[src/rtl/change_game_core_if.sv]
// Board-side bundle for change_game_core: switch/pushbutton inputs, game outputs.
// The timeout pulse exists only when CHANGE_TIMEOUT_EN is defined.
interface change_game_core_if #(
    parameter int unsigned NUM_COINS = 4,
    parameter int unsigned TARGET_W  = 7,
    parameter int unsigned LED_W     = 10
);
    logic                   pb;
    logic [NUM_COINS-1:0]   sw;
    logic                   tick;
    logic [TARGET_W-1:0]    target;
    logic [4*NUM_COINS-1:0] coin_cnt;
    logic [11:0]            sum;
    logic                   match;
    logic                   win;
    logic [LED_W-1:0]       led;
`ifdef CHANGE_TIMEOUT_EN
    logic                   timeout;
`endif

    modport master (
        output pb, sw,
        input  tick, target, coin_cnt, sum, match, win, led
`ifdef CHANGE_TIMEOUT_EN
        , input timeout
`endif
    );

    modport slave (
        input  pb, sw,
        output tick, target, coin_cnt, sum, match, win, led
`ifdef CHANGE_TIMEOUT_EN
        , output timeout
`endif
    );
endinterface

[src/rtl/change_game_core.sv]
// Coin-change game engine: LFSR target, per-tick coin add, LED score bar.
// Optional round timeout enabled by defining CHANGE_TIMEOUT_EN.
module change_game_core #(
    parameter int unsigned               CLK_HZ     = 50_000_000,
    parameter int unsigned               TICK_HZ    = 6,
    parameter int unsigned               NUM_COINS  = 4,
    parameter logic [8*NUM_COINS-1:0]    COIN_VALS  = {8'd50, 8'd10, 8'd5, 8'd1},
    parameter logic [4*NUM_COINS-1:0]    COIN_MAX   = {4'd1, 4'd4, 4'd1, 4'd4},
    parameter int unsigned               TARGET_W   = 7,
    parameter int unsigned               TARGET_MAX = 99,
    parameter int unsigned               LED_W      = 10
`ifdef CHANGE_TIMEOUT_EN
    , parameter int unsigned             ROUND_TICKS = 20
`endif
) (
    input  logic              clk,
    input  logic              rst,
    change_game_core_if.slave bus
);
    localparam int unsigned DIV_TERM = CLK_HZ / TICK_HZ - 1;
    localparam int unsigned DIV_W    = (DIV_TERM > 0) ? $clog2(DIV_TERM + 1) : 1;
    localparam int unsigned SCORE_W  = $clog2(LED_W + 1);

    function automatic int unsigned max_sum();
        int unsigned acc;
        acc = 0;
        for (int unsigned i = 0; i < NUM_COINS; i++)
            acc = acc + 32'(COIN_VALS[8*i +: 8]) * 32'(COIN_MAX[4*i +: 4]);
        return acc;
    endfunction

    if (max_sum() > 4095 || NUM_COINS < 1 || NUM_COINS > 8 ||
        TARGET_MAX < 1 || TARGET_MAX >= (1 << TARGET_W)) begin : g_bad_cfg
        $error("change_game_core: invalid parameter set");
    end

    typedef enum logic [1:0] {S_GEN, S_PLAY, S_WIN} state_t;

    state_t                 state_q, state_d;
    logic [DIV_W-1:0]       div_q;
    logic [15:0]            lfsr_q;
    logic [TARGET_W-1:0]    target_q, target_d;
    logic [4*NUM_COINS-1:0] cnt_q, cnt_d;
    logic [SCORE_W-1:0]     score_q, score_d;
    logic                   win_q, win_d;
    logic                   tick_c, match_c;
    logic [11:0]            sum_c;
`ifdef CHANGE_TIMEOUT_EN
    localparam int unsigned RT_W = $clog2(ROUND_TICKS + 1);
    logic [RT_W-1:0]        rcnt_q, rcnt_d;
    logic                   timeout_q, timeout_d;
`endif

    assign tick_c = (div_q == DIV_W'(DIV_TERM));

    always_comb begin
        sum_c = '0;
        for (int unsigned i = 0; i < NUM_COINS; i++)
            sum_c = sum_c + 12'(cnt_q[4*i +: 4]) * 12'(COIN_VALS[8*i +: 8]);
    end

    assign match_c = (state_q == S_PLAY) && (sum_c == 12'(target_q));

    always_ff @(posedge clk) begin
        if (rst) begin
            state_q  <= S_GEN;
            div_q    <= '0;
            lfsr_q   <= 16'hACE1;
            target_q <= '0;
            cnt_q    <= '0;
            score_q  <= '0;
            win_q    <= 1'b0;
`ifdef CHANGE_TIMEOUT_EN
            rcnt_q    <= '0;
            timeout_q <= 1'b0;
`endif
        end else begin
            state_q  <= state_d;
            div_q    <= tick_c ? '0 : div_q + 1'b1;
            // taps 16,14,13,11 -> bits 15,13,12,10
            lfsr_q   <= {lfsr_q[14:0], lfsr_q[15] ^ lfsr_q[13] ^ lfsr_q[12] ^ lfsr_q[10]};
            target_q <= target_d;
            cnt_q    <= cnt_d;
            score_q  <= score_d;
            win_q    <= win_d;
`ifdef CHANGE_TIMEOUT_EN
            rcnt_q    <= rcnt_d;
            timeout_q <= timeout_d;
`endif
        end
    end

    always_comb begin
        int unsigned hi;
        logic        any;
        logic        do_add;
        state_d  = state_q;
        target_d = target_q;
        cnt_d    = cnt_q;
        score_d  = score_q;
        win_d    = 1'b0;
        do_add   = 1'b0;
        hi       = 0;
        any      = 1'b0;
`ifdef CHANGE_TIMEOUT_EN
        rcnt_d    = rcnt_q;
        timeout_d = 1'b0;
`endif
        for (int unsigned i = 0; i < NUM_COINS; i++) begin
            if (bus.sw[i]) begin
                hi  = i;
                any = 1'b1;
            end
        end

        case (state_q)
            S_GEN: begin
                target_d = TARGET_W'((32'(lfsr_q) % TARGET_MAX) + 32'd1);
                cnt_d    = '0;
                state_d  = S_PLAY;
`ifdef CHANGE_TIMEOUT_EN
                rcnt_d   = '0;
`endif
            end
            S_PLAY: begin
                if (tick_c) begin
                    if (match_c) begin
                        score_d = (score_q == SCORE_W'(LED_W)) ? '0 : score_q + 1'b1;
                        win_d   = 1'b1;
                        state_d = S_WIN;
`ifdef CHANGE_TIMEOUT_EN
                    end else if (rcnt_q == RT_W'(ROUND_TICKS - 1)) begin
                        timeout_d = 1'b1;
                        score_d   = (score_q == '0) ? '0 : score_q - 1'b1;
                        state_d   = S_GEN;
                    end else begin
                        rcnt_d = rcnt_q + 1'b1;
                        do_add = any;
`else
                    end else begin
                        do_add = any;
`endif
                    end
                end
            end
            S_WIN: begin
                if (tick_c) state_d = S_GEN;
            end
            default: state_d = S_GEN;
        endcase

        for (int unsigned i = 0; i < NUM_COINS; i++) begin
            if (do_add && i == hi)
                cnt_d[4*i +: 4] = (cnt_q[4*i +: 4] == COIN_MAX[4*i +: 4]) ? 4'd0
                                                                        : cnt_q[4*i +: 4] + 4'd1;
        end

        // pushbutton clear overrides any increment in the same cycle
        if (!bus.pb) cnt_d = '0;
    end

    assign bus.tick     = tick_c;
    assign bus.target   = target_q;
    assign bus.coin_cnt = cnt_q;
    assign bus.sum      = sum_c;
    assign bus.match    = match_c;
    assign bus.win      = win_q;
    assign bus.led      = ~({LED_W{1'b1}} << score_q);
`ifdef CHANGE_TIMEOUT_EN
    assign bus.timeout  = timeout_q;
`endif
endmodule
[src/flat_wrapper.sv]
// flat-port wrapper written by rule: the top's interface ports become plain ports
module change_game_core_flat 
#(
    parameter int unsigned               CLK_HZ     = 50_000_000,
    parameter int unsigned               TICK_HZ    = 6,
    parameter int unsigned               NUM_COINS  = 4,
    parameter logic [8*NUM_COINS-1:0]    COIN_VALS  = {8'd50, 8'd10, 8'd5, 8'd1},
    parameter logic [4*NUM_COINS-1:0]    COIN_MAX   = {4'd1, 4'd4, 4'd1, 4'd4},
    parameter int unsigned               TARGET_W   = 7,
    parameter int unsigned               TARGET_MAX = 99,
    parameter int unsigned               LED_W      = 10

)
  (clk, rst, bus_pb, bus_sw, bus_tick, bus_target, bus_coin_cnt, bus_sum, bus_match, bus_win, bus_led);
  change_game_core_if #(.NUM_COINS(NUM_COINS), .TARGET_W(TARGET_W), .LED_W(LED_W)) bus_i ();
  input  logic clk;
  input  logic rst;
  input wire logic [$bits(bus_i.pb)-1:0] bus_pb;
  input wire logic [$bits(bus_i.sw)-1:0] bus_sw;
  output wire logic [$bits(bus_i.tick)-1:0] bus_tick;
  output wire logic [$bits(bus_i.target)-1:0] bus_target;
  output wire logic [$bits(bus_i.coin_cnt)-1:0] bus_coin_cnt;
  output wire logic [$bits(bus_i.sum)-1:0] bus_sum;
  output wire logic [$bits(bus_i.match)-1:0] bus_match;
  output wire logic [$bits(bus_i.win)-1:0] bus_win;
  output wire logic [$bits(bus_i.led)-1:0] bus_led;
  assign bus_i.pb = bus_pb;
  assign bus_i.sw = bus_sw;
  assign bus_tick = bus_i.tick;
  assign bus_target = bus_i.target;
  assign bus_coin_cnt = bus_i.coin_cnt;
  assign bus_sum = bus_i.sum;
  assign bus_match = bus_i.match;
  assign bus_win = bus_i.win;
  assign bus_led = bus_i.led;
  change_game_core #(.CLK_HZ(CLK_HZ), .TICK_HZ(TICK_HZ), .NUM_COINS(NUM_COINS), .COIN_VALS(COIN_VALS), .COIN_MAX(COIN_MAX), .TARGET_W(TARGET_W), .TARGET_MAX(TARGET_MAX), .LED_W(LED_W)) u_core (.clk(clk), .rst(rst), .bus(bus_i));
endmodule
[config.mk]
export PLATFORM = sky130hd
export DESIGN_NAME = change_game_core_flat
export DESIGN_NICKNAME = d
export VERILOG_FILES = /design/src/rtl/change_game_core_if.sv /design/src/rtl/change_game_core.sv /design/src/flat_wrapper.sv
export SDC_FILE = /design/constraint.sdc
export NUM_CORES = 1
export LEC_CHECK = 0
export BUFFER_PORTS_ARGS = -buffer_cell sky130_fd_sc_hd__buf_2
export CAP_MARGIN = 40
export CORE_MARGIN = 2
export CORE_UTILIZATION = 59
export DETAILED_ROUTE_END_ITERATION = 10
export GPL_TIMING_DRIVEN = 1
export HOLD_SLACK_MARGIN = 0.03
export PLACE_DENSITY = 0.83
export SETUP_SLACK_MARGIN = 0.1
export SYNTH_ARGS = -nofsm -noshare
export SYNTH_HDL_FRONTEND = slang
export SYNTH_SLANG_ARGS = --single-unit
[constraint.sdc]
create_clock -name clk -period 13.59 [get_ports clk]
set_input_delay 0.6795 -clock clk [delete_from_list [all_inputs] [get_ports clk]]
set_output_delay 0.6795 -clock clk [all_outputs]
set_load 0.01 [all_outputs]
==> impl_metrics.py, run 1 <==
metrics = {
    "outcome": {
        "status": "finished, final reports clean",
    },
    "clocking": {
        "cts_buffer_depth": 2,
        "cts-root-buf": "clkbuf_16",
        "clock_latency_ns": 0.34,
        "cts_max_level": 3,
        "clk_pin_slew_ns": 0.06,
        "cts_setup_buffers": 0,
        "ctsHoldBuffers": 0,
        "cts.sinks": 69,
        "cts_resized": 0,
        "cts-buffers-inserted": 9,
        "cts_tree": "yes",
    },
    "detailed_routing": {
        "vias": 7719,
        "vias_per_cell": 6.25,
        "post_drt_wl_per_cell_um": 16.3,
        "ant_nets": 0,
        "drc": 0,
        "routed_wl_um": 20200,
        "drt_first_pass_iters": 5,
        "drt_iter0_markers": 644,
    },
    "flow_run": {
        "drv_cap": 0,
    },
    "worst_setup_path": {
        "crit_fanout": 19,
        "crit_arrival_ns": 12.26,
        "cpMostUsedCell": "ha_1",
        "crit_type": "flip-flop to flip-flop",
        "cp_top_family": "compound AO/OA/AOI/OAI gates",
        "rrSetupSlack_ns": 1.53,
        "required_ns": 13.78,
        "start_kind": "flip-flop",
        "cp-end-kind": "flip-flop",
        "rr_worst_depth": 41,
        "crit_cells": 41,
        "slowest_delay_ns": 0.57,
        "cp_num_buf_inv": 0,
        "crit_slowest_cell": "or4_4",
    },
    "yosys": {
        "synth_commonest_cells": "nor2_1, nand2_1, dfxtp_1",
        "synth_warnings": 0,
        "synth_area_per_cell_um2": 7.76,
        "syn_nets": 1106,
        "synth_cell_types": 111,
        "synth_most_common_cell": "nor2_1",
        "synth_top_cell_area_share_pct": 17.1,
        "netlist_instances": 1040,
        "ys_top_cells_by_area": "dfxtp_1, ha_1, xnor2_1",
        "netlist_area_um2": 8070,
        "synth-edff-count": 0,
        "async_flop_share_pct": 0,
        "yosysSeqAreaShare_pct": 17.1,
        "yosys.area.top_type": "dfxtp_1",
        "ys.flop_type": "dfxtp_1",
        "ys_ff_latch": 69,
    },
    "sta": {
        "clock_skew_ns": 0.00380,
        "tightest_slew_ns": 0.762,
        "period_share_pct": 88.8,
        "relSlewSlack_pct": 49.2,
        "setup_viol": 0,
        "fin_tns_setup_ns": 0,
        "period_minus_slack_ns": 12.06,
        "clock.fmax_mhz": 82.9,
        "hold_violations": 0,
        "slew_violations": 0,
        "rsz0062_at_grt": "false",
    },
    "floorplanning": {
        "start_util_pct": 60.7,
        "die_w_um": 121,
        "io_pins": 55,
        "fp.dieArea_um2": 14600,
        "die_height_um": 121,
        "rows": 42,
        "core_area_um2": 13300,
    },
    "grt": {
        "grt_max_degree": 35,
        "first_global_vias": 7108,
        "antenna_found_initial": 0,
        "grt_pass1_wl_um": 33600,
        "gr-total-overflow": 0,
        "grt_usage_pct": 27.7,
    },
    "worst_hold_path": {
        "min_path_type": "flip-flop to flip-flop",
        "hold_depth": 2,
    },
    "final_layout": {
        "fillers": 1147,
        "final_layout_size_suffix_gt1_share_pct": 13.3,
        "syn_to_final_growth_pct": 6.63,
        "num_antenna_cells": 0,
        "nNetsFinal": 1121,
    },
    "place": {
        "hpwl_um": 15200,
        "place_congestion": 0.998,
        "io_buffer_count": 53,
    },
}
==> layout make-up <==
cell class / count / area (um^2) / area share, %
clock buffer: 10 / 239 / 2.78
clock inverter: 5 / 60.1 / 0.698
inverter: 54 / 203 / 2.35
multi-input combinational: 865 / 6220 / 72.2
sequential: 69 / 1380 / 16.0
tap: 176 / 220 / 2.56
timing repair buffer: 56 / 288 / 3.34
==> worst paths after layout <==
kind | start | to
max | u_core.lfsr_q[9] | u_core.bus.target[6]
min | u_core.bus.target[1] | u_core.bus.target[1]
max reg2reg | u_core.lfsr_q[9] | u_core.bus.target[6]
min reg2reg | u_core.bus.target[1] | u_core.bus.target[1]
==> through the flow <==
step | setup WS, ns | util, % | instance area, um^2 | std cells | hold slack (ns)
finish | 1.53 | 64.8 | 8610 | 1235 | 0.492
global route | 0.499 | 64.8 | 8610 | 1235 | 0.527
CTS | 1.65 | 64.8 | 8610 | 1235 | 0.494
detailed placement | 1.68 | 62.5 | 8310 | 1220 | 0.488
global placement | 2.11 | 62.4 | 8300 | 1218 | 0.484
floorplan | 3.54 | - | 8070 | 1040 | 0.465
==> tightest hold or removal path, delay by kind of cell, from the launching register on <==
family,cells,cell delay [ns]
AO/OA/AOI/OAI,1,0.05
flip-flops,1,0.33
AND/OR/NAND/NOR,1,0.06
==> logic make-up (layout without fill, tap and decap cells) <==
family	after synthesis	in the layout	synth area share (%)
xor+xnor	84	84	9.21
fa+ha+maj	61	61	10.4
other cells	1	1	0.0464
buf+inv	106	125	5.87
mux	28	28	3.86
flops	69	69	17.1
compound gates	263	263	25.7
simple gates	428	428	27.8
==> metal layers <==
layer	wire length [um]	part of all wire, %	vias to the layer above	track usage (%)
li1	-	-	3815	-
met1	9170	45	3615	36.9
met2	9410	47	252	45.4
met3	1160	5.8	37	4.23
met4	425	2.1	0	10.1
met5	0	0	-	0
==> sequential cells by signal, indices dropped and copies added (netlist names) <==
name,count
u_core.bus.target,7
u_core.bus.win,1
u_core.lfsr_q,16
u_core.score_q,4
u_core.bus.coin_cnt,16
u_core.div_q,23
u_core.state_q,2
==> placed cells by master, fill, tap and decap left out, types with 41 or more instances in the layout <==
cell,instances
nand3_1,41
nand2_1,84
a21oi_1,59
nor2_1,106
inv_1,52
dfxtp_1,69
buf_2,53
xnor2_1,51
ha_1,48
Power of run 1 is not shown: default switching activity piles up to over one toggle a cycle in this logic, so the estimate is an artifact.
==> run 2: changes to the inputs <==
- CELL_PAD_IN_SITES_DETAIL_PLACEMENT: default -> 1
- CELL_PAD_IN_SITES_GLOBAL_PLACEMENT: default -> 1
- CORE_UTILIZATION: 59 -> 47
- PLACE_DENSITY: 0.83 -> 0.88
==> impl_metrics.py, run 2 (synthesized netlist as in run 1, its figures left out) <==
metrics = {
    "final_layout": {
        "num_antenna_cells": 0,
        "regMostFlops": "u_core.div_q",
        "fillers": 2075,
        "final_layout_size_suffix_gt1_share_pct": 13.4,
        "multiInputGateArea_um2": 6220,
        "syn_to_final_growth_pct": 7.64,
        "largest_reg_flops": 23,
        "mostFrequentLayoutCells": "nor2_1, nand2_1, dfxtp_1, a21oi_1, buf_2",
        "ff_latch_area_um2": 1380,
        "instances_no_fill": 1280,
        "final_common_cell": "nor2_1",
        "nNetsFinal": 1121,
    },
    "worst_setup_path": {
        "cp_top_family": "compound AO/OA/AOI/OAI gates",
        "r2r_start": "u_core.lfsr_q[9]",
        "start_kind": "flip-flop",
        "required_ns": 13.83,
        "cp-end-kind": "flip-flop",
        "slowest_delay_ns": 0.57,
        "crit_slowest_cell": "or4_4",
        "cp_num_buf_inv": 0,
        "crit_arrival_ns": 12.74,
        "crit_type": "flip-flop to flip-flop",
        "crit_fanout": 19,
        "critPathLaunch": "u_core.lfsr_q[9]",
    },
    "place": {
        "hpwl_um": 18300,
        "io_buffer_count": 53,
        "place_inst": 1264,
        "place_congestion": 0.919,
        "dp_slack_ns": 1.42,
    },
    "detailed_routing": {
        "drt_first_pass_iters": 5,
        "vias": 8031,
        "routed_wl_um": 25400,
        "drc": 0,
        "drt_iter0_markers": 496,
        "vias_per_cell": 6.27,
        "post_drt_wl_per_cell_um": 19.8,
        "ant_nets": 0,
    },
    "grt": {
        "gr-total-overflow": 0,
        "grt_usage_pct": 28.2,
        "antenna_found_initial": 0,
        "grt_pass1_wl_um": 41900,
        "first_global_vias": 8174,
        "grt_max_degree": 35,
    },
    "sta": {
        "setup_viol": 0,
        "slew_violations": 0,
        "clock.fmax_mhz": 80.0,
        "period_share_pct": 92.0,
        "relSlewSlack_pct": 38.3,
        "period_minus_slack_ns": 12.50,
        "hold_violations": 0,
        "fin_tns_setup_ns": 0,
        "clock_skew_ns": 0.00672,
        "rsz0062_at_grt": "false",
        "layout_setup_ws_ns": 1.09,
        "tightest_slew_ns": 0.918,
    },
    "floorplanning": {
        "fp.dieArea_um2": 18200,
        "die_height_um": 135,
        "die_w_um": 135,
        "rows": 47,
        "start_util_pct": 48.3,
        "core_area_um2": 16700,
        "io_pins": 55,
    },
    "clocking": {
        "cts_setup_buffers": 0,
        "clk_pin_slew_ns": 0.06,
        "clock_latency_ns": 0.34,
        "cts_buffer_depth": 2,
        "ctsHoldBuffers": 0,
        "cts_tree": "yes",
        "cts.sinks": 69,
        "cts_resized": 0,
        "cts-buffers-inserted": 9,
        "cts-root-buf": "clkbuf_16",
        "cts_max_level": 3,
    },
    "worst_hold_path": {
        "min_path_type": "flip-flop to flip-flop",
        "hp-start": "u_core.bus.target[1]",
    },
    "flow_run": {
        "drv_cap": 0,
    },
    "outcome": {
        "status": "finished, final reports clean",
    },
}
==> run 2: path summary, 6_finish.rpt <==
kind / end / slack (ns) / depth (start not counted)
max: u_core.bus.target[2] / 1.09 / 39
min: u_core.bus.target[1] / 0.50 / 2
max reg2reg: u_core.bus.target[2] / 1.09 / 39
min reg2reg: u_core.bus.target[1] / 0.50 / 2
==> run 2: area by class of cell <==
class / instances / share of cell area, %
Clock buffer: 10 / 2.75
Timing Repair Buffer: 56 / 3.31
Clock inverter: 6 / 0.993
Tap cell: 220 / 3.17
Inverter: 54 / 2.33
Sequential cell: 69 / 15.9
Multi-Input combinational cell: 865 / 71.6
==> run 2: per-layer routing <==
layer  global-route usage (%)  wire length [um]  vias to the layer above
met1                     35.7             11100                     3918
met3                     3.27              1040                       84
met2                     48.1             12200                      223
li1                         -                 -                     3806
met4                     12.7              1030                        0
met5                        0                 0                        -
==> run 2: worst min-delay path, delay by kind of cell, from the launching register on <==
family	cells	cell delay, ns
AO/OA/AOI/OAI	1	0.06
flip-flops	1	0.33
AND/OR/NAND/NOR	1	0.07
==> run 2: stage by stage <==
stage               hold WS (ns)  area (um^2)  util [%]
floorplan                  0.465         8070         -
global placement           0.482         8360      50.0
detailed placement         0.500         8370      50.1
CTS                        0.511         8690      52.0
global route               0.523         8690      52.0
finish                     0.500         8690      52.0
Power of run 2 is left out for the same reason.
==> run 3: changes to the inputs <==
- ABC_AREA: default -> 1
- CORE_UTILIZATION: 47 -> 44
- PLACE_DENSITY: 0.88 -> 0.87
==> impl_metrics.py, run 3 <==
metrics = {
    "yosys": {
        "synth_commonest_cells": "nand2_1, inv_1, nand3_1, nor2_1, dfxtp_1",
        "ys.flop_type": "dfxtp_1",
        "netlist_instances": 1098,
        "netlist_area_um2": 7160,
        "yosysSeqAreaShare_pct": 19.3,
        "synth_cell_types": 49,
        "synth_area_per_cell_um2": 6.52,
        "yosys.area.top_type": "dfxtp_1",
        "ys_top_cells_by_area": "dfxtp_1, nand2_1, inv_1",
        "synth_most_common_cell": "nand2_1",
        "synth_top_cell_area_share_pct": 19.3,
        "synth_warnings": 0,
        "async_flop_share_pct": 0,
        "synth-edff-count": 0,
        "ys_ff_latch": 69,
        "syn_nets": 1164,
    },
    "sta": {
        "tightest_slew_ns": 0.857,
        "hold_violations": 0,
        "fin_tns_setup_ns": 0,
        "setup_viol": 0,
        "slew_violations": 0,
        "period_minus_slack_ns": 9.14,
        "period_share_pct": 67.2,
        "clock_skew_ns": 0.0106,
        "relSlewSlack_pct": 42.3,
        "rsz0062_at_grt": "false",
        "clock.fmax_mhz": 109,
    },
    "worst_setup_path": {
        "crit_type": "flip-flop to flip-flop",
        "rr_worst_depth": 63,
        "reg2reg_to": "u_core.bus.target[4]",
        "start_kind": "flip-flop",
        "cp-end-kind": "flip-flop",
        "cpMostUsedCell": "nand2_1",
        "slowest_delay_ns": 0.38,
        "crit_slowest_cell": "nor2_2",
        "crit_fanout": 25,
        "rrSetupSlack_ns": 4.45,
        "r2r_start": "u_core.lfsr_q[12]",
        "crit_arrival_ns": 9.42,
        "required_ns": 13.87,
    },
    "clocking": {
        "clock_latency_ns": 0.35,
        "ctsHoldBuffers": 0,
        "cts_resized": 0,
        "clk_pin_slew_ns": 0.06,
        "cts_buffer_depth": 2,
        "cts_max_level": 3,
        "cts.sinks": 69,
        "cts-root-buf": "clkbuf_16",
        "cts-buffers-inserted": 9,
        "cts_setup_buffers": 0,
        "cts_tree": "yes",
    },
    "floorplanning": {
        "rows": 46,
        "start_util_pct": 45.1,
        "io_pins": 55,
        "core_area_um2": 15900,
        "fp.dieArea_um2": 17300,
        "die_w_um": 132,
        "die_height_um": 132,
    },
    "grt": {
        "grt_pass1_wl_um": 34000,
        "gr-total-overflow": 0,
        "grt_usage_pct": 23.1,
        "grt_max_degree": 26,
        "first_global_vias": 7234,
        "antenna_found_initial": 0,
    },
    "final_layout": {
        "fillers": 2211,
        "regMostFlops": "u_core.div_q",
        "num_antenna_cells": 0,
        "syn_to_final_growth_pct": 10.3,
        "largest_reg_flops": 23,
        "mostFrequentLayoutCells": "nand2_1, inv_1, nor2_1, nand3_1, dfxtp_1",
        "final_layout_size_suffix_gt1_share_pct": 16.3,
        "nNetsFinal": 1217,
        "final_common_cell": "nand2_1",
    },
    "worst_hold_path": {
        "min_path_type": "flip-flop to flip-flop",
        "hp-start": "u_core.div_q[0]",
        "hold_depth": 1,
        "hold_end": "u_core.div_q[0]",
    },
    "detailed_routing": {
        "drt_first_pass_iters": 4,
        "post_drt_wl_per_cell_um": 14.3,
        "vias_per_cell": 5.18,
        "drc": 0,
        "routed_wl_um": 19600,
        "ant_nets": 0,
        "vias": 7105,
        "drt_iter0_markers": 269,
    },
    "outcome": {
        "status": "finished, final reports clean",
    },
    "place": {
        "place_congestion": 0.830,
        "io_buffer_count": 53,
        "hpwl_um": 15700,
    },
    "flow_run": {
        "drv_cap": 0,
    },
}
==> run 3: cell type report <==
class	count	area [um^2]	share of cell area [%]
multi-input cells	827	4980	63.1
flip-flops and latches	69	1380	17.5
inverters	191	719	9.11
well taps	216	270	3.42
repair buffers	53	265	3.36
clock buffers	9	225	2.85
clock inverters	7	51.3	0.650
==> run 3: cell families (layout without fill, tap and decap cells) <==
family	after synthesis	count (layout)	share of synthesized area, %
flip-flops	69	69	19.3
buffers and inverters	202	260	11.1
other	1	1	0.0524
AND/OR/NAND/NOR	604	604	43.0
adder cells (fa/ha/maj)	59	59	11.5
XOR/XNOR	51	51	6.24
AO/OA/AOI/OAI	112	112	8.86
==> run 3: how the worst max path moves through the flow <==
stage	startpoint	end	slack, ns	depth (start not counted)
after floorplan	u_core.lfsr_q[12]	u_core.bus.target[4]	5.89	69
after detailed placement	u_core.lfsr_q[12]	u_core.bus.target[4]	4.54	63
final	u_core.lfsr_q[12]	u_core.bus.target[4]	4.45	63
after global routing	u_core.lfsr_q[12]	u_core.bus.target[4]	3.47	65
after global placement	u_core.lfsr_q[12]	u_core.bus.target[6]	4.94	63
after CTS	u_core.lfsr_q[12]	u_core.bus.target[4]	4.49	63
==> run 3: critical path, delay by kind of cell (launching register included) <==
family | cells | cell delay [ns]
AO/OA/AOI/OAI | 4 | 0.70
XOR/XNOR | 1 | 0.31
flip-flops | 1 | 0.34
AND/OR/NAND/NOR | 48 | 6.23
adder cells (fa/ha/maj) | 4 | 0.76
buffers and inverters | 6 | 0.69
==> run 3: metal layers <==
layer | GRT usage (%) | wire [um] | share of wire, % | vias to the layer above
li1 | - | - | - | 3628
met1 | 29.9 | 9270 | 47 | 3388
met2 | 40.5 | 9510 | 48 | 63
met3 | 2.47 | 484 | 2.5 | 26
met4 | 6.52 | 357 | 1.8 | 0
met5 | 0 | 0 | 0 | -
==> run 3: per-stage QoR <==
| step | setup WS [ns] | hold slack, ns | cells | utilization [%] | area [um^2] |
|---|---|---|---|---|---|
| 6_report | 4.45 | 0.444 | 1372 | 49.7 | 7890 |
| 5_1_grt | 3.47 | 0.466 | 1372 | 49.7 | 7890 |
| 2_1_floorplan | 5.89 | 0.417 | 1098 | - | 7160 |
| 3_3_place_gp | 4.94 | 0.425 | 1356 | 48.0 | 7620 |
| 4_1_cts | 4.49 | 0.450 | 1372 | 49.7 | 7890 |
| 3_5_place_dp | 4.54 | 0.441 | 1356 | 48.0 | 7620 |
Power of run 3 is left out for the same reason.
